`src/rtl/control_sequencer.sv`:
```
// Hardwired T-state control unit for DataPath: fetches, decodes IR[31:27] and
// drives every DataPath control line as a Moore decode of (state, opcode, ConOut).
module control_sequencer (
  input  logic        clock,
  input  logic        clear,
  input  logic [31:0] IR,
  input  logic        ConOut,
  input  logic        stop,
  output logic        HiIn, LoIn, ZIn, PCIn, MDRIn, MARIn, YIn, OPortIn, IRIn,
  output logic        HiOut, LoOut, ZHiOut, ZLoOut, PCOut, MDROut, IPortOut, COut,
  output logic        Gra, Grb, Grc, RIn, ROut, BAOut, Conin,
  output logic        memread, memwrite,
  output logic [4:0]  ALUCode,
  output logic        Run,
  output logic [3:0]  state_dbg
);
  localparam logic [4:0] ALU_ADD = 5'b00011;
  localparam logic [4:0] ALU_INC = 5'b11111;

  localparam logic [3:0] S_RESET = 4'd0, S_T0 = 4'd1, S_T1 = 4'd2, S_T2 = 4'd3,
                         S_T3 = 4'd4, S_T4 = 4'd5, S_T5 = 4'd6, S_T6 = 4'd7,
                         S_T7 = 4'd8, S_HALT = 4'd9;

  logic [3:0] state, state_nxt, last_state;
  logic [4:0] op, imm_code;
  logic       is_alu, is_imm, is_muldiv, is_ld, is_st, is_br;
  logic       is_jr, is_in, is_out, is_mflo, is_mfhi, is_halt;
  logic       ir_unused;

  assign op        = IR[31:27];
  assign ir_unused = ^IR[26:0];
  assign state_dbg = state;

  assign is_alu    = (op >= 5'b00011) && (op <= 5'b01010);
  assign is_imm    = (op >= 5'b01100) && (op <= 5'b01110);
  assign is_muldiv = (op == 5'b01111) || (op == 5'b10000);
  assign is_ld     = (op == 5'b00000);
  assign is_st     = (op == 5'b00010);
  assign is_br     = (op == 5'b10011);
  assign is_jr     = (op == 5'b10100);
  assign is_in     = (op == 5'b10110);
  assign is_out    = (op == 5'b10111);
  assign is_mflo   = (op == 5'b11000);
  assign is_mfhi   = (op == 5'b11001);
  assign is_halt   = (op == 5'b11011);

  // andi/ori reuse the and/or ALU codes; addi uses the plain adder.
  assign imm_code = (op == 5'b01100) ? ALU_ADD : {2'b00, op[2:0]};

  always_comb begin
    if (is_ld || is_st)            last_state = S_T7;
    else if (is_muldiv || is_br)   last_state = S_T6;
    else if (is_alu || is_imm)     last_state = S_T5;
    else                           last_state = S_T3;
  end

  always_comb begin
    state_nxt = state;
    case (state)
      S_RESET: state_nxt = S_T0;
      S_T0:    state_nxt = S_T1;
      S_T1:    state_nxt = S_T2;
      S_T2:    state_nxt = S_T3;
      S_T3, S_T4, S_T5, S_T6, S_T7: begin
        // Instruction boundary: stop (or a halt opcode) diverts to HALT.
        if (state == last_state) state_nxt = (is_halt || stop) ? S_HALT : S_T0;
        else                     state_nxt = state + 4'd1;
      end
      S_HALT:  state_nxt = S_HALT;
      default: state_nxt = S_RESET;
    endcase
  end

  always_ff @(negedge clock or negedge clear) begin
    if (!clear) state <= S_RESET;
    else        state <= state_nxt;
  end

  always_comb begin
    {HiIn, LoIn, ZIn, PCIn, MDRIn, MARIn, YIn, OPortIn, IRIn} = '0;
    {HiOut, LoOut, ZHiOut, ZLoOut, PCOut, MDROut, IPortOut, COut} = '0;
    {Gra, Grb, Grc, RIn, ROut, BAOut, Conin} = '0;
    {memread, memwrite} = '0;
    ALUCode = '0;
    Run = (state != S_RESET) && (state != S_HALT);
    case (state)
      S_T0: begin PCOut = 1'b1; MARIn = 1'b1; ZIn = 1'b1; ALUCode = ALU_INC; end
      S_T1: begin ZLoOut = 1'b1; PCIn = 1'b1; memread = 1'b1; MDRIn = 1'b1; end
      S_T2: begin MDROut = 1'b1; IRIn = 1'b1; end
      S_T3: begin
        if (is_alu || is_imm)       begin Grb = 1'b1; ROut = 1'b1; YIn = 1'b1; end
        else if (is_muldiv)         begin Gra = 1'b1; ROut = 1'b1; YIn = 1'b1; end
        else if (is_ld || is_st)    begin Grb = 1'b1; BAOut = 1'b1; YIn = 1'b1; end
        else if (is_br)             begin Gra = 1'b1; ROut = 1'b1; Conin = 1'b1; end
        else if (is_jr)             begin Gra = 1'b1; ROut = 1'b1; PCIn = 1'b1; end
        else if (is_mfhi)           begin Gra = 1'b1; RIn = 1'b1; HiOut = 1'b1; end
        else if (is_mflo)           begin Gra = 1'b1; RIn = 1'b1; LoOut = 1'b1; end
        else if (is_in)             begin Gra = 1'b1; RIn = 1'b1; IPortOut = 1'b1; end
        else if (is_out)            begin Gra = 1'b1; ROut = 1'b1; OPortIn = 1'b1; end
      end
      S_T4: begin
        if (is_alu)                 begin Grc = 1'b1; ROut = 1'b1; ZIn = 1'b1; ALUCode = op; end
        else if (is_imm)            begin COut = 1'b1; ZIn = 1'b1; ALUCode = imm_code; end
        else if (is_muldiv)         begin Grb = 1'b1; ROut = 1'b1; ZIn = 1'b1; ALUCode = op; end
        else if (is_ld || is_st)    begin COut = 1'b1; ZIn = 1'b1; ALUCode = ALU_ADD; end
        else if (is_br)             begin PCOut = 1'b1; YIn = 1'b1; end
      end
      S_T5: begin
        if (is_alu || is_imm)       begin ZLoOut = 1'b1; Gra = 1'b1; RIn = 1'b1; end
        else if (is_muldiv)         begin ZLoOut = 1'b1; LoIn = 1'b1; end
        else if (is_ld || is_st)    begin ZLoOut = 1'b1; MARIn = 1'b1; end
        else if (is_br)             begin COut = 1'b1; ZIn = 1'b1; ALUCode = ALU_ADD; end
      end
      S_T6: begin
        if (is_muldiv)              begin ZHiOut = 1'b1; HiIn = 1'b1; end
        else if (is_ld)             begin memread = 1'b1; MDRIn = 1'b1; end
        else if (is_st)             begin Gra = 1'b1; ROut = 1'b1; MDRIn = 1'b1; end
        else if (is_br && ConOut)   begin ZLoOut = 1'b1; PCIn = 1'b1; end
      end
      S_T7: begin
        if (is_ld)                  begin MDROut = 1'b1; Gra = 1'b1; RIn = 1'b1; end
        else if (is_st)             memwrite = 1'b1;
      end
      default: ;
    endcase
  end
endmodule

```
`config.mk`:
```
export PLATFORM = sky130hd
export DESIGN_NAME = control_sequencer
export DESIGN_NICKNAME = d
export VERILOG_FILES = /design/src/rtl/control_sequencer.sv
export SDC_FILE = /design/constraint.sdc
export NUM_CORES = 1
export LEC_CHECK = 0
export CORE_UTILIZATION = 39
export DETAILED_ROUTE_END_ITERATION = 6
export PLACE_DENSITY = 0.91
export SLEW_MARGIN = 20
export SYNTH_ARGS = -nofsm -noshare
export SYNTH_HDL_FRONTEND = slang
export SYNTH_SLANG_ARGS = --single-unit
export TNS_END_PERCENT = 100
```
`constraint.sdc`:
```
create_clock -name clock -period 3.7 [get_ports clock]
set_clock_uncertainty 0.15 [all_clocks]
set_input_delay 0.37 -clock clock [delete_from_list [all_inputs] [get_ports clock]]
set_output_delay 0.37 -clock clock [all_outputs]
set_load 0.02 [all_outputs]
```
==> metrics.cfg, run 1 <==
[run_status]
status=stopped before the end
stop_stage=global routing (5_1_grt)
firstError=[ERROR GRT-0232] Routing congestion too high. Check the congestion heatmap in the GUI.

[yosys]
syn_area_um2=1070
syn_inst=158
synth_cell_type_count=54
synth-seq-cells=4
syn-num-nets=198
ys_async_sr_fraction_pct=100
yosysSeqAreaShare_pct=9.36
synth_edf_count=0
avgSynthCellArea_um2=6.77
ys_dominant_reg_cell=dfrtn_1
yosysWarnings=0

[cts]
ctsRootBufferMaster=clkbuf_4
htreeDepth=1
cts_made_buffers=3
clock_path_buffers=2
clkSinkCount=4

[die]
die_w_um=54.4
initial_utilization_pct=42.0
die_h_um=54.4
ios=72
rows=18

[place]
place_inst=273
place_congestion=0.988
placed_cell_area_um2=2020
dp_hpwl_um=3820
port_buffers=44

[global_routing]
grtUsageTotal_pct=76.2
grt_remaining_overflow=63
grt_max_degree=11

[sta]
worst_endpoint=ZLoOut
worstEndpointType=output port

## synthesized netlist by cell type, types with 3 or more instances
master,n,area share (%)
dfrtn_1,4,9.4
inv_1,8,2.8
a21oi_1,5,2.3
o21ai_1,7,3.3
or2_2,3,1.8
nor2_1,14,4.9
nand3_1,7,3.3
nand2_1,20,7.0
and3_1,4,2.3
xnor2_1,4,3.3
nand2b_1,5,2.9
o31ai_1,4,2.8
o21ai_0,6,2.8
buf_2,3,1.4
nor3_1,3,1.4
clkbuf_1,4,1.4
o211ai_1,4,2.8
ha_1,4,4.7
nor2b_1,4,2.3
## through the flow
| stage | setup slack, ns | util (%) |
|---|---|---|
| after floorplan | -0.202 | - |
| after global placement | -0.548 | 79.3 |
| after detailed placement | -0.609 | 79.3 |
| after CTS | -0.309 | 91.0 |
## routing by layer
| layer | overflow | GRT usage (%) |
|---|---|---|
| met5 | 0 | 2.08 |
| met1 | 1 | 69.8 |
| met2 | 49 | 103 |
| met3 | 0 | 51.7 |
| met4 | 13 | 90.2 |
## cell families after synthesis
kind of cell | count (synthesis) | synth area share, %
AND/OR/NAND/NOR | 71 | 34.6
XOR/XNOR | 5 | 4.09
multiplexers | 1 | 0.936
AO/OA/AOI/OAI | 54 | 37.2
buffers and inverters | 19 | 9.12
flip-flops | 4 | 9.36
adder cells (fa/ha/maj) | 4 | 4.68
## timing repair
action / 4_1_cts
gates resized for setup: 233
buffers inserted: 11
setup endpoints to repair: 40
pin swaps: 16
hold buffers: 0
==> inputs of run 2 (changes only) <==
CORE_AREA = 2 2 63 65   (was unset)
CORE_UTILIZATION = unset   (was 39)
DIE_AREA = 0 0 65 67   (was unset)
PLACE_DENSITY = unset   (was 0.91)
PLACE_DENSITY_LB_ADDON = 0.15   (was unset)
==> run 2 against run 1 <==
  * The flow now finishes, with violations (setup timing)
  * Synthesized cell count is the same
  * Area after synthesis unchanged
==> metrics.cfg, run 2 <==
[detailed_routing]
first_iter_violations=88
finalWirelength_um=5370
wl_per_cell_um=17.4
via_per_inst=5.42
first_pass_iters=4
vias=1676
ant_nets=0
drc=0

[final_layout]
antennaDiodeCount=0
most-common-layout-cells=65 x buf_4, 29 x buf_6, 13 x nand2_1
postLayoutCoreUtil_pct=67.5
final_nets=303
final_cells=309
largest_register_ffs=4
final_common_cell=buf_4
final_area_um2=2430
area_growth_pct=127
drive_above_1_share_pct=65.9
nFillCells=288

[sta]
rsz0062_at_grt=yes
finalSetupViolations=32
worstMarginPinSlew_ns=0.539
maxSlewHeadroom_pct=63.8
drv_slew=0
hold_ws_ns=0.469
fin_ws_ns=-0.332
finalHoldViolCount=0

[die]
initial_utilization_pct=29.7  ; -12 points
die_w_um=65  ; +20%
die_h_um=67  ; +23%
rows=22  ; +4
core_area_um2=3610
die_area_um2=4360
ios=72  ; unchanged

[cts]
clock_path_buffers=2  ; unchanged
worst_skew_pair.late_latency_ns=0.25
clkSinkCount=4  ; unchanged
htreeDepth=1  ; unchanged
ctsRootBufferMaster=clkbuf_8
cts_made_buffers=3  ; unchanged
cts.clk_slew.worst_paths_ns=0.03
tritoncts=built

[job]
maxCapViolations=0

[yosys]
syn-num-nets=198  ; unchanged
synth_top_area_share_pct=9.36  ; unchanged
syn_inst=158  ; unchanged
synth_common_cells=20 x nand2_1, 14 x nor2_1, 8 x inv_1
syn_area_um2=1070  ; unchanged
synthTopCellsByArea=dfrtn_1 9.4%, nand2_1 7.0%, nor2_1 4.9%
yosysWarnings=0  ; unchanged
synth-seq-cells=4  ; unchanged
netlist.top_cell.by_area=dfrtn_1
yosysMostFrequentCell=nand2_1
synth_edf_count=0  ; unchanged
ys_dominant_reg_cell=dfrtn_1
synth_cell_type_count=54  ; unchanged
ys_async_sr_fraction_pct=100  ; unchanged
avgSynthCellArea_um2=6.77  ; unchanged
yosysSeqAreaShare_pct=9.36  ; unchanged

[global_routing]
grtUsageTotal_pct=24.2
grt_remaining_overflow=0
grt_max_degree=13
antenna_found_initial=0
grt_first_pass_wirelength_um=8120
first_global_vias=1696

[place]
placed_cell_area_um2=2060  ; +2.2%
place_congestion=0.926  ; -6.2%
place_inst=294  ; +7.7%
port_buffers=44  ; unchanged
dp_hpwl_um=3740  ; -2.0%

[power_and_ir_drop]
leakagePower_nw=1.13
power_density_nw_per_um2=98.0
peakVddDrop_mv=0.107

[worst_setup_path]
worstPathArrival_ns=3.51
cp_max_fo=4
critPathCaptureType=primary output
cp-start-kind=flop
critPathKind=flop to primary output
crit_required_ns=3.18

[run_status]
status=complete, but fails checks
violations=setup timing

[min_path]
worstHoldPathType=flop to flop

-- run 2: logic make-up (layout without fill, tap and decap cells) --
family | count (synthesis) | count (layout) | synth area share [%]
DFF | 4 | 4 | 9.36
buffers and inverters | 19 | 122 | 9.12
and+or+nand+nor | 71 | 71 | 34.6
adders and majority gates | 4 | 4 | 4.68
AOI/OAI and AO/OA | 54 | 54 | 37.2
xor gates and xnor gates | 5 | 5 | 4.09
muxes | 1 | 1 | 0.936
-- run 2: cell type report --
class | count | area (µm²) | area share [%]
Tap cell | 48 | 60.1 | 2.47
Sequential cell | 4 | 100 | 4.11
Timing Repair Buffer | 111 | 948 | 39.0
Inverter | 8 | 32.5 | 1.34
Multi-Input combinational cell | 135 | 1250 | 51.4
Clock buffer | 3 | 41.3 | 1.70
-- run 2: power by group --
| part | switching [mW] | total [mW] | internal [mW] |
|---|---|---|---|
| Clock | 0.0289 | 0.0988 | 0.0700 |
| Combinational | 0.0554 | 0.0953 | 0.0399 |
| Sequential | 0 | 0.0442 | 0.0442 |
| Total | 0.0843 | 0.238 | 0.154 |
-- run 2: worst paths after layout --
check,start,end,slack (ns),cells after the start
worst max-delay path,state_dbg[0],Gra,-0.33,7
worst min-delay path,state_dbg[0],state_dbg[0],0.47,2
worst max register to register,state_dbg[0],state_dbg[0],1.09,9
worst min register to register,state_dbg[0],state_dbg[0],0.47,2
max in group asynchronous,clear,state_dbg[1],1.23,1
min in group asynchronous,clear,state_dbg[0],1.93,1
-- run 2: layer usage --
| layer | global-route usage (%) | up-vias | share of wire, % |
|---|---|---|---|
| li1 | - | 790 | - |
| met1 | 29.8 | 807 | 43 |
| met2 | 43.2 | 73 | 50 |
| met3 | 3.55 | 6 | 5.3 |
| met4 | 7.45 | 0 | 1.6 |
| met5 | 0 | - | 0 |
-- run 2: metrics by stage --
step	power, mW	worst slack, ns	setup TNS, ns
6_report	0.238	-0.332	-8.13
5_1_grt	0.248	-0.382	-9.46
4_1_cts	0.232	-0.316	-6.94
3_5_place_dp	0.132	-0.597	-17.37
3_3_place_gp	0.130	-0.577	-16.90
2_1_floorplan	0.0914	-0.202	-2.37
-- run 2: critical path, cell delays in order, from the launching register on --
cell	delay, ns
dfrtn_1	0.50
inv_2	0.11
ha_4	0.20
nand3_4	0.08
nor2_4	0.05
a31oi_4	0.17
o211ai_1	0.12
buf_2	0.17
-- run 2: repair_timing --
item	4_1_cts	5_1_grt
setup buffers	8	6
pin swaps	15	8
hold buffers	0	0
cloned	0	0
gates resized for setup	229	31
endpoints found under the setup margin	39	36
Note: power is estimated with default switching activity, not from simulation.
==> inputs of run 3 (changes only) <==
ABC_CLOCK_PERIOD_IN_PS = 3700   (was unset)
REMOVE_ABC_BUFFERS = 1   (was unset)
==> run 3 against run 2 <==
  * The flow still finishes with violations (setup timing)
  * Final cell count increased by 5.5%
  * Critical path depth decreased by 1
  * Clock-buffer cell count unchanged
  * Sequential share of layout area decreased by 0.26 points
  * Combinational power increased by 8%
  * Utilization increased by 4.5 points
  * Critical path type unchanged
  * Largest power group is now combinational logic
==> metrics.cfg, run 3 (synthesized netlist as in run 2, its figures left out) <==
[die]
die_area_um2=4360  ; unchanged
die_h_um=67  ; unchanged
rows=22  ; unchanged
ios=72  ; unchanged
initial_utilization_pct=29.7  ; unchanged
die_w_um=65  ; unchanged
core_area_um2=3610  ; unchanged

[worst_setup_path]
cp_max_fo=4  ; unchanged
crit_family=flip-flops
ff2ff_setup_slack_ns=1.02  ; -0.07 ns
critPathCaptureType=primary output
crit_required_ns=3.18  ; about the same
crit_slowest_cell=dfrtn_1
cp-start-kind=flop
cp_slowest_stage_delay_ns=0.51  ; about the same
worstPathArrival_ns=3.55  ; +0.04 ns
critPathBufInv=2  ; unchanged
path_cells=ha_4, nand2b_4, nor3b_2, buf_4, and3_4, buf_6
critPathKind=flop to primary output

[final_layout]
final_cells=326  ; +5.5%
final_nets=320  ; +5.6%
antennaDiodeCount=0  ; unchanged
drive_above_1_share_pct=66.2  ; +0.29 points
final_area_um2=2600  ; +6.7%
postLayoutCoreUtil_pct=72.0  ; +4.5 points
final_common_cell=buf_4
largest_register_ffs=4  ; unchanged
area_growth_pct=143
most-common-layout-cells=79 x buf_4, 34 x buf_6, 15 x nand2_1
nFillCells=258  ; -10%

[detailed_routing]
drc=0  ; unchanged
vias=1821  ; +8.7%
via_per_inst=5.59  ; +3.0%
ant_nets=0  ; unchanged
finalWirelength_um=6070  ; +13%
first_iter_violations=156  ; +77%
wl_per_cell_um=18.6  ; +7.2%
first_pass_iters=4  ; unchanged

[global_routing]
grt_first_pass_wirelength_um=8670  ; +6.7%
antenna_found_initial=0  ; unchanged
grtUsageTotal_pct=25.7  ; +1.5 points
first_global_vias=1813  ; +6.9%
grt_max_degree=10  ; -3
grt_remaining_overflow=0  ; unchanged

[cts]
cts_made_buffers=3  ; unchanged
clock_path_buffers=2  ; unchanged
ctsRootBufferMaster=clkbuf_8
tritoncts=built
htreeDepth=1  ; unchanged
clkSinkCount=4  ; unchanged
worst_skew_pair.late_latency_ns=0.25  ; about the same
cts_hold_buf=0  ; unchanged
cts.clk_slew.worst_paths_ns=0.03  ; about the same

[sta]
finalHoldViolCount=0  ; unchanged
finalSetupViolations=32  ; unchanged
finalSetupTns_ns=-8.11  ; +0.0226 ns
rsz0062_at_grt=yes
worstMarginPinSlew_ns=0.764  ; +0.225 ns
drv_slew=0  ; unchanged
maxSlewHeadroom_pct=49.0  ; -15 points
fin_ws_ns=-0.369  ; -0.0369 ns

[power_and_ir_drop]
leakagePower_nw=1.19  ; +5.6%
power_density_nw_per_um2=93.6  ; -4.5%
p_total_uw=243  ; +1.9%
peakVddDrop_mv=0.0683  ; -36%

[place]
dp_hpwl_um=3630  ; -2.9%
place_congestion=0.911  ; -1.7%
place_inst=296  ; +0.68%
placed_cell_area_um2=1930  ; -6.4%
port_buffers=44  ; unchanged

[run_status]
status=complete, but fails checks
violations=setup timing

[min_path]
worstHoldPathType=flop to flop

[job]
maxCapViolations=0  ; unchanged

==> run 3: cell types whose count changed in the layout (fill, tap and decap cells not counted), sizes merged <==
cell           change
clkbuf             +2
buf               +16
clkdlybuf4s15      +1
dlygate4sd2        -2
==> run 3: cell type report <==
class	count	area (µm²)	share of cell area [%]
inverters	8	32.5	1.25
well taps	48	60.1	2.31
clock buffers	3	41.3	1.59
repair buffers	128	1090	42.1
multi-input cells	135	1270	48.9
flip-flops and latches	4	100	3.86
==> run 3: repair_timing <==
item,in CTS,in global routing
setup buffers,16,13
setup endpoints to repair,40,36
gates resized for setup,245,57
pin swaps,26,27
==> run 3: report_power, final <==
group	switching, mW	internal (mW)	total, mW
Combinational	0.0581	0.0451	0.103
Clock	0.0259	0.0697	0.0956
Sequential	0	0.0443	0.0443
==> run 3: per-stage QoR <==
step / hold WS [ns] / setup WS, ns
floorplan: 0.390 / -0.701
global placement: 0.400 / -0.558
detailed placement: 0.430 / -0.595
CTS: 0.548 / -0.281
global route: 0.592 / -0.430
finish: 0.561 / -0.369
==> run 3: final timing paths <==
path,cells past startpoint,start,endpoint
setup / recovery,6,state_dbg[0],Grc
hold / removal,3,state_dbg[1],state_dbg[1]
setup reg to reg,8,state_dbg[0],state_dbg[0]
hold reg to reg,3,state_dbg[1],state_dbg[1]
max in group asynchronous,1,clear,state_dbg[1]
min in group asynchronous,1,clear,state_dbg[2]
==> run 3: tightest hold or removal path, stage by stage, from the launching register on <==
cell,delay [ns]
dfrtn_1,0.38
inv_2,0.13
ha_4,0.14
a31o_1,0.13
==> run 3: routing by layer <==
layer	routed length, µm	GRT usage (%)
met1	2300	30.6
met5	0	0
met2	3120	47.6
met3	412	2.20
met4	231	9.31
